File: src/rtl/uart_rx.sv
// uart_rx: oversampling UART receiver with optional parity, mid-bit sampling and back-to-back frame support.
// Build option: define UART_RX_MAJORITY_EN for 2-of-3 majority sampling around the sample point.
`timescale 1ns/1ps
module uart_rx #(
  parameter int OVS = 8
) (
  input  logic       clk,
  input  logic       rst_n,
  input  logic       RX_IN,
  input  logic       PAR_EN,
  input  logic       PAR_TYP,
  output logic [7:0] P_DATA,
  output logic       DATA_VALID,
  output logic       PAR_ERR,
  output logic       STP_ERR,
  output logic       Busy
);

  localparam int CW = $clog2(OVS);
`ifdef UART_RX_MAJORITY_EN
  localparam int DEC = OVS / 2 + 1;
`else
  localparam int DEC = OVS / 2;
`endif
  localparam logic [CW-1:0] DEC_PT = CW'(DEC);
  localparam logic [CW-1:0] LAST   = CW'(OVS - 1);

  typedef enum logic [2:0] {
    IDLE   = 3'd0,
    START  = 3'd1,
    DATA   = 3'd2,
    PARITY = 3'd3,
    STOP   = 3'd4
  } state_t;

  function automatic logic parity_f(input logic [7:0] d, input logic odd);
    return (^d) ^ odd;
  endfunction

  function automatic logic majority_f(input logic [2:0] s);
    return (s[0] & s[1]) | (s[1] & s[2]) | (s[0] & s[2]);
  endfunction

  state_t          state_r, state_nx_s;
  logic [1:0]      sync_r;
  logic            rxs_s, bit_s, dec_s, wrap_s;
  logic [CW-1:0]   cnt_r;
  logic [2:0]      idx_r;
  logic [7:0]      shift_r, p_data_r;
  logic            par_en_r, par_typ_r, par_bad_r;
  logic            dv_r, pe_r, se_r, busy_r;
  logic            dv_nx_s, pe_nx_s, se_nx_s;

  assign rxs_s  = sync_r[1];
  assign dec_s  = (cnt_r == DEC_PT);
  assign wrap_s = (cnt_r == LAST);

`ifdef UART_RX_MAJORITY_EN
  logic [1:0] hist_r;

  // history of the two previous synchronized samples for majority voting
  always_ff @(posedge clk) begin
    if (!rst_n) begin
      hist_r <= 2'b11;
    end else begin
      hist_r <= {hist_r[0], rxs_s};
    end
  end

  assign bit_s = majority_f({hist_r, rxs_s});
`else
  assign bit_s = rxs_s;
`endif

  // two-flop synchronizer, idles high so reset never looks like a start bit
  always_ff @(posedge clk) begin
    if (!rst_n) begin
      sync_r <= 2'b11;
    end else begin
      sync_r <= {sync_r[0], RX_IN};
    end
  end

  // state register
  always_ff @(posedge clk) begin
    if (!rst_n) begin
      state_r <= IDLE;
    end else begin
      state_r <= state_nx_s;
    end
  end

  // next-state and decision logic
  always_comb begin
    state_nx_s = state_r;
    dv_nx_s    = 1'b0;
    pe_nx_s    = 1'b0;
    se_nx_s    = 1'b0;
    case (state_r)
      IDLE: begin
        if (!rxs_s) state_nx_s = START;
        else        state_nx_s = IDLE;
      end
      START: begin
        if (dec_s && bit_s) state_nx_s = IDLE;
        else if (wrap_s)    state_nx_s = DATA;
        else                state_nx_s = START;
      end
      DATA: begin
        if (wrap_s && (idx_r == 3'd7)) state_nx_s = par_en_r ? PARITY : STOP;
        else                           state_nx_s = DATA;
      end
      PARITY: begin
        if (wrap_s) state_nx_s = STOP;
        else        state_nx_s = PARITY;
      end
      STOP: begin
        // decide mid-stop-bit so the next start edge is never missed
        if (dec_s) begin
          state_nx_s = IDLE;
          pe_nx_s    = par_bad_r;
          se_nx_s    = ~bit_s;
          dv_nx_s    = bit_s & ~par_bad_r;
        end else begin
          state_nx_s = STOP;
        end
      end
      default: state_nx_s = IDLE;
    endcase
  end

  // bit counters, shift register, per-frame config latch and registered outputs
  always_ff @(posedge clk) begin
    if (!rst_n) begin
      cnt_r     <= '0;
      idx_r     <= 3'd0;
      shift_r   <= 8'h00;
      p_data_r  <= 8'h00;
      par_en_r  <= 1'b0;
      par_typ_r <= 1'b0;
      par_bad_r <= 1'b0;
      dv_r      <= 1'b0;
      pe_r      <= 1'b0;
      se_r      <= 1'b0;
      busy_r    <= 1'b0;
    end else begin
      dv_r   <= dv_nx_s;
      pe_r   <= pe_nx_s;
      se_r   <= se_nx_s;
      busy_r <= (state_nx_s != IDLE);
      if (dv_nx_s) p_data_r <= shift_r;
      if (state_r == IDLE) begin
        cnt_r <= '0;
        idx_r <= 3'd0;
        if (!rxs_s) begin
          par_en_r  <= PAR_EN;
          par_typ_r <= PAR_TYP;
          par_bad_r <= 1'b0;
        end
      end else begin
        cnt_r <= wrap_s ? '0 : cnt_r + CW'(1);
        if ((state_r == DATA) && dec_s)   shift_r   <= {bit_s, shift_r[7:1]};
        if ((state_r == DATA) && wrap_s)  idx_r     <= idx_r + 3'd1;
        if ((state_r == PARITY) && dec_s) par_bad_r <= (bit_s != parity_f(shift_r, par_typ_r));
      end
    end
  end

  assign P_DATA     = p_data_r;
  assign DATA_VALID = dv_r;
  assign PAR_ERR    = pe_r;
  assign STP_ERR    = se_r;
  assign Busy       = busy_r;

endmodule

File: config.mk
export PLATFORM = sky130hd
export DESIGN_NAME = uart_rx
export DESIGN_NICKNAME = d
export VERILOG_FILES = /design/src/rtl/uart_rx.sv
export SDC_FILE = /design/constraint.sdc
export NUM_CORES = 1
export LEC_CHECK = 0
export ABC_AREA = 1
export CORE_MARGIN = 2
export CORE_UTILIZATION = 52
export CTS_BUF_LIST = sky130_fd_sc_hd__clkbuf_8
export CTS_CLUSTER_DIAMETER = 150
export DETAILED_ROUTE_END_ITERATION = 8
export PLACE_DENSITY = 0.75
export SLEW_MARGIN = 10
export SYNTH_ARGS = -nofsm -noshare
export SYNTH_HDL_FRONTEND = slang
export SYNTH_SLANG_ARGS = --single-unit
File: constraint.sdc
create_clock -name clk -period 1.55 [get_ports clk]
set_clock_uncertainty 0.15 [all_clocks]
set_input_delay 0.155 -clock clk [delete_from_list [all_inputs] [get_ports clk]]
set_output_delay 0.155 -clock clk [all_outputs]
set_load 0.02 [all_outputs]
After elaboration in Yosys (flattened, before gate mapping) --
Index checks and enable logic that the tools add are counted.
Word-level totals: register bits after elaboration 34, input bits 5, output and inout port bits 12, logic and storage cells 58
Operators by class: add/subtract/negate cells 2, equality and inequality tests 9, multiplexer cells 13, bitwise logic cells 6, reductions and logical operators 15
Operator list (count):
- 3-bit one-hot mux with 5 select lines | 1
- 3-bit == test, second input constant | 4
- 3-bit two-way mux | 4
- 8-bit parity | 1
- 3-bit by 1-bit adder with 3-bit output, second input constant | 2
- 3-bit by 2-bit == test with 1-bit output, second input constant | 2
- 1-bit two-way mux | 6
- 2-bit AND reduction | 3
- 1-bit logical AND | 5
- 2-bit two-way mux | 2
- 1-bit NOT | 4
- 3-bit by 1-bit == test with 1-bit output, second input constant | 1
- 3-bit logical NOT | 1
- 3-bit AND reduction | 1
- 3-bit nonzero test | 1
- 3-bit OR reduction | 1
- 2-bit != test, second input constant | 1
- 2-bit nonzero test | 1
- 2-bit OR reduction | 1
- 1-bit AND | 1
- 1-bit != test | 1
- 1-bit bitwise XOR | 1

Logic depth before layout (Yosys ltp) --
Gate-level depths: netlist of run 1.
word-level depth 5, depth in mapped cells 11, gate-level depth less buffers 11

Worst setup path after synthesis of run 1 --
OpenSTA, ideal clock, no wires.
path kind reg2reg, from reg cnt_r[0], to reg p_data_r[1] (netlist: P_DATA[1]), library setup time 0.117 ns, data arrival time 1.230 ns, data required time 1.283 ns, slack 0.053 ns, stages on the path, launching flop included 12, path buffers 1, clock period less this slack 1.497 ns, cell sequence dfxtp_1 -> inv_1 -> ha_1 -> nand2_4 -> nor2_4 -> inv_2 -> nor2_4 -> nand2_4 -> clkinv_4 -> buf_12 -> o21ai_2 -> a21oi_2
Between the ends: cells in the longest elaborated chain, start to end 3
Ends and longest elaborated chain:
- from (decl) | RTL line 47 | logic [CW-1:0] cnt_r;
- from (signal assigned) | RTL line 161 | cnt_r <= wrap_s ? '0 : cnt_r + CW'(1);
- 3-bit == test | RTL line 55 | assign dec_s = (cnt_r == DEC_PT);
- 1-bit two-way mux | RTL line 119 | if (dec_s) begin
- 1-bit two-way mux | RTL line 99 | case (state_r)
- to (signal assigned) | RTL line 151 | if (dv_nx_s) p_data_r <= shift_r;
- to (decl) | RTL line 49 | logic [7:0] shift_r, p_data_r;
Every way passes these cells. A chain may end at the register's enable or synchronous reset.

Worst setup path after layout of run 1 --
from reg cnt_r[1], to reg p_data_r[7] (netlist: P_DATA[7])
The elaborated chain is that of the path after synthesis.

==> results of run 1 <==
==> cells by family after synthesis <==
logic type                 Yosys count
DFF                                 34
xor gates and xnor gates             5
buffers and inverters               33
AOI/OAI and AO/OA                   37
and+or+nand+nor                     81
adders and majority gates            6
==> synth_stat cells (all sizes together) <==
library cell  instances
nand2                28
xor2                  2
nor3b                 1
a21oi                15
xnor2                 3
inv                  29
buf                   1
clkinv                1
nand4                 1
or2                   2
nor2                 34
nor4                  1
o21ai                21
nand3                10
nor3                  4
dfxtp                34
ha                    6
o211ai                1
clkbuf                2
==> flip-flops by register name (all words and copies together), names as in the netlist <==
register / cells
DATA_VALID: 1
Busy: 1
cnt_r: 3
par_typ_r: 1
idx_r: 3
state_r: 3
PAR_ERR: 1
sync_r: 2
par_bad_r: 1
par_en_r: 1
STP_ERR: 1
P_DATA: 8
shift_r: 8
==> metrics by stage <==
stage / setup TNS, ns / hold WS, ns / setup WS, ns / std cells
floorplan: 0 / 0.112 / 0.0533 / 196
global placement: 0 / 0.249 / 0.0485 / 243
detailed placement: -0.0127 / 0.259 / -0.00749 / 243
CTS: 0 / 0.265 / 0.00410 / 252
global route: -0.528 / 0.286 / -0.0795 / 256
finish: -0.00369 / 0.270 / -0.00369 / 256
==> critical path: stages (launching register included) <==
cell and delay, ns:
dfxtp_2 0.33, inv_2 0.06, ha_4 0.14, nand2_4 0.08
nor2_4 0.15, inv_2 0.07, nor2_4 0.12, nand2_4 0.11
inv_8 0.09, o21ai_2 0.05, a21oi_1 0.12
==> path summary, 6_finish.rpt <==
path | start | endpoint | slack (ns)
max reg2reg | cnt_r[1] | P_DATA[7] | -0.004
min reg2reg | sync_r[0] | sync_r[1] | 0.27
min | sync_r[0] | sync_r[1] | 0.27
max | cnt_r[1] | P_DATA[7] | -0.004
==> per-layer routing <==
layer / share of wire, % / track usage (%) / vias up / routed length (um)
met5: 0 / 0 / - / 0
met4: 1.7 / 9.97 / 0 / 56
met3: 5.4 / 7.91 / 8 / 172
met2: 48 / 32.3 / 27 / 1550
met1: 45 / 24.9 / 583 / 1440
li1: - / - / 673 / -
==> cell type report <==
cell class	count	area share, %
tap	31	2.01
multi-input combinational	129	39.2
clock inverter	2	0.455
inverter	30	6.23
sequential	34	35.5
clock buffer	6	4.29
timing repair inverter	1	0.455
timing repair buffer	23	11.9
==> power by group through the flow <==
stage	sequential, mW	clock (mW)	combinational, mW
after detailed placement	0.907	0	0.0640
final	0.888	0.665	0.0705
after global routing	0.888	0.715	0.0784
after global placement	0.907	0	0.0633
after floorplan	0.907	0	0.0372
after CTS	0.887	0.681	0.0646
==> repair_timing <==
action,CTS,global route
gates resized for setup,5,33
buffers inserted,1,3
endpoints found under the setup margin,6,23
cloned,0,1
hold buffers,0,0
pin swaps,1,9
==> impl_metrics.json, run 1 <==
{
  "layout_worst_path_cycle_share_pct": 100,
  "fp-row-count": 19,
  "hold_viol": 0,
  "synth_seq_area_share_pct": 44.4,
  "tightest_slew_ns": 0.475,
  "synthTopCellsByArea": "dfxtp_1 (44%), nor2_1 (7.3%), inv_1 (6.6%), nand2_1 (6.4%), o21ai_0 (6.2%)",
  "crit_path_end_kind": "flop",
  "portBuffers": 16,
  "die-area_um2": 3400,
  "antenna_found_initial": 0,
  "holdPathStages": 1,
  "cellInternalPower_mw": 1.26,
  "start_util_pct": 55.1,
  "htreeDepth": 2,
  "clk_path_buf_depth": 2,
  "final_nets": 235,
  "diodes": 0,
  "p_comb_share_pct": 4.3,
  "place_congestion": 0.873,
  "synth_fa_ha_area_share_pct": 4.90,
  "die_w_um": 58.3,
  "dieHeight_um": 58.3,
  "coreArea_um2": 2780,
  "ys_types": 25,
  "power.share.clock_pct": 41.0,
  "p_per_area_nw_per_um2": 843,
  "fmax_mhz": 644,
  "worst_slack_ns": -0.00369,
  "status": "finished, violations left",
  "clkTransAtPathRegs_ns": 0.06,
  "drt_iter0_drc": 36,
  "dp_hpwl_um": 2210,
  "synth_top_area_share_pct": 44.4,
  "final_cell_mix": "dfxtp_1 (32), nor2_1 (28), inv_1 (25)",
  "yosysWarnings": 0,
  "final_area_um2": 1930,
  "p_seq_share_pct": 54.7,
  "layout-drive-gt1-share_pct": 21.8,
  "cts-buffers-inserted": 5,
  "seqCellArea_um2": 683,
  "syn_nets": 207,
  "grt_pass1_vias": 1178,
  "p_sw_mw": 0.359,
  "slew_headroom_pct": 68.0,
  "start_kind": "flop",
  "synthCells": 196,
  "fill_cells": 222,
  "syn_area_per_cell_um2": 7.82,
  "routed_wl_um": 3210,
  "wl_per_cell_um": 12.6,
  "postPlaceCellArea_um2": 1730,
  "ios": 17,
  "synth_top_family_by_area": "simple AND/OR/NAND/NOR gates",
  "drt_pre_antenna_iters": 4,
  "clkLatencyLatePin_ns": 0.29,
  "rsz0062_at_grt": "true",
  "synthMuxAreaShare_pct": 0,
  "antenna_left": 0,
  "fin_util_pct": 69.3,
  "violations": "negative setup slack",
  "vias": 1291,
  "drc": 0,
  "switching_share_pct": 22.1,
  "vias_per_cell": 5.04,
  "synth_area_um2": 1530,
  "criticalPathCategory": "reg -> reg",
  "setup_viol": 1,
  "final_common_cell": "dfxtp_1",
  "maxSlewViolCount": 0,
  "yosysTopAreaCell": "dfxtp_1",
  "r2r_cells": 10,
  "grt_overflow": 0,
  "syn_to_final_growth_pct": 25.7,
  "cts_tree": "done",
  "multi_input_area_um2": 756,
  "synth_xor_area_share_pct": 2.86,
  "leakage_nw": 0.960,
  "grt_first_pass_wirelength_um": 5110,
  "crit_required_ns": 1.62,
  "cp_max_fo": 6,
  "cts_num_sinks": 34,
  "final.min_clock_period_ns": 1.55,
  "maxCapViolations": 0,
  "vdd_drop_max_uv": 754,
  "ctsRootBufferMaster": "clkbuf_8",
  "crit_arrival_ns": 1.62,
  "ys_ff_latch": 34,
  "synth_compound_area_share_pct": 13.2,
  "min_path_type": "reg -> reg",
  "track_usage_pct": 20.6,
  "power.total_mw": 1.62,
  "grt_max_degree": 19,
  "synth_simple_gate_area_share_pct": 25.1
}
Note: power is estimated with default switching activity, not from simulation.
==> run 2: changes to the inputs <==
Settings changed: CAP_MARGIN set to 30.
==> results of run 2 <==
Final layout, timing and power as in run 1 (identical DEF).
==> run 3: changes to the inputs <==
Settings changed: CORE_UTILIZATION 52 to 55, PLACE_DENSITY 0.75 to 0.76.
Clock period 1.55 ns to 1.5 ns, I/O delays scaled along.
==> impl_metrics.json, run 3 (same netlist as run 1, synthesis figures left out) <==
{
  "dp_cells": 245,
  "clkLatencyLatePin_ns": 0.28,
  "fmax_mhz": 661,
  "start_kind": "flop",
  "diodes": 0,
  "hold_buffers": 0,
  "die-area_um2": 3230,
  "vdd_drop_max_uv": 779,
  "drc": 0,
  "multi_input_area_um2": 769,
  "switching_share_pct": 21.5,
  "crit_arrival_ns": 1.53,
  "dp_hpwl_um": 2230,
  "cts-buffers-inserted": 5,
  "cts_num_sinks": 34,
  "slowest_stage": "dfxtp_2",
  "antenna_found_initial": 0,
  "cts_tree": "done",
  "status": "finished, violations left",
  "syn_to_final_growth_pct": 25.1,
  "pre_cts_slack_ns": -0.101,
  "fin_setup_tns_ns": -0.0295,
  "vias_per_cell": 5.22,
  "drt_iter0_drc": 58,
  "fp-row-count": 19,
  "portBuffers": 16,
  "antenna_left": 0,
  "crit_chain": "ha_1 > ha_2 > nand3_1 > nor2_1 > a21oi_1 > nand3_1 > nand2_1 > nand3_1",
  "track_usage_pct": 21.5,
  "p_per_area_nw_per_um2": 832,
  "worst_slack_ns": -0.0121,
  "leakage_nw": 0.929,
  "vias": 1331,
  "cp_common_cell": "nand3_1",
  "final_cells": 255,
  "layout_worst_path_cycle_share_pct": 101,
  "fill_cells": 222,
  "grt_pass1_vias": 1285,
  "slew_headroom_pct": 84.3,
  "cellInternalPower_mw": 1.25,
  "place_congestion": 0.816,
  "final_common_cell": "dfxtp_1",
  "power.share.clock_pct": 37.7,
  "routed_wl_um": 3070,
  "final_cell_mix": "dfxtp_1 (33), nand2_1 (26), nor2_1 (25), inv_1 (25), a21oi_1 (13)",
  "rsz0062_at_grt": "true",
  "p_sw_mw": 0.344,
  "ios": 17,
  "crit_required_ns": 1.52,
  "coreArea_um2": 2710,
  "cp_max_fo": 3,
  "final_area_um2": 1920,
  "setup_viol": 4,
  "layout-drive-gt1-share_pct": 20.1,
  "final_nets": 235,
  "crit_path_end_kind": "flop",
  "clk_path_buf_depth": 2,
  "hold_viol": 0,
  "violations": "negative setup slack",
  "p_seq_share_pct": 57.5,
  "tightest_slew_ns": 0.233,
  "ctsRootBufferMaster": "clkbuf_8",
  "grt_max_degree": 17,
  "htreeDepth": 2,
  "p_comb_share_pct": 4.8,
  "maxSlewViolCount": 0,
  "criticalPathCategory": "reg -> reg",
  "drt_pre_antenna_iters": 4,
  "maxCapViolations": 0,
  "postPlaceCellArea_um2": 1750,
  "dieHeight_um": 56.8,
  "min_path_type": "reg -> reg",
  "clkTransAtPathRegs_ns": 0.06,
  "start_util_pct": 56.6,
  "final.min_clock_period_ns": 1.51,
  "max_stage_delay_ns": 0.33,
  "die_w_um": 56.8,
  "grt_overflow": 0,
  "grt_first_pass_wirelength_um": 5360,
  "seqCellArea_um2": 682,
  "wl_per_cell_um": 12.0
}
run 3: worst max-delay path: cells and delay by family (launching register included):
| family | cells | cell delay, ns |
|---|---|---|
| compound gates | 1 | 0.13 |
| flops | 1 | 0.33 |
| simple gates | 5 | 0.37 |
| fa+ha+maj | 2 | 0.41 |
run 3: what timing repair did:
action,4_1_cts,5_1_grt
pin swaps,1,5
buffers inserted,1,1
resized for setup,20,22
cloned,0,1
endpoints found under the setup margin,23,24
run 3: final cells by class:
type | instances | share of cell area, %
multi-input cells | 129 | 40.1
flip-flops and latches | 34 | 35.6
repair buffers | 23 | 11.4
inverters | 30 | 6.52
clock buffers | 5 | 3.59
well taps | 31 | 2.02
repair inverters | 1 | 0.457
clock inverters | 2 | 0.391
run 3: metal layers:
layer / global-route usage, % / wire length, um
met1: 22.7 / 1190
met3: 8.29 / 163
met4: 9.30 / 71
met2: 37.9 / 1640
met5: 0 / 0
run 3: final timing paths:
| kind | from | endpoint | slack [ns] | cells past startpoint |
|---|---|---|---|---|
| hold / removal | sync_r[0] | sync_r[1] | 0.27 | 1 |
| setup reg to reg | cnt_r[0] | Busy | -0.01 | 8 |
| setup / recovery | cnt_r[0] | Busy | -0.01 | 8 |
| hold reg to reg | sync_r[0] | sync_r[1] | 0.27 | 1 |
run 3: metrics by stage:
stage / total power, mW / hold slack (ns) / util (%)
after detailed placement: 1.01 / 0.258 / 64.7
after floorplan: 0.976 / 0.107 / -
final: 1.60 / 0.266 / 70.8
after CTS: 1.61 / 0.273 / 68.0
after global placement: 1.01 / 0.246 / 64.7
after global routing: 1.66 / 0.281 / 70.8
run 3: power groups by stage:
stage | registers [mW] | clock network, mW | logic (mW)
final | 0.918 | 0.602 | 0.0768
after global routing | 0.918 | 0.653 | 0.0856
after CTS | 0.917 | 0.619 | 0.0710
after detailed placement | 0.937 | 0 | 0.0699
after global placement | 0.937 | 0 | 0.0687
after floorplan | 0.938 | 0 | 0.0385
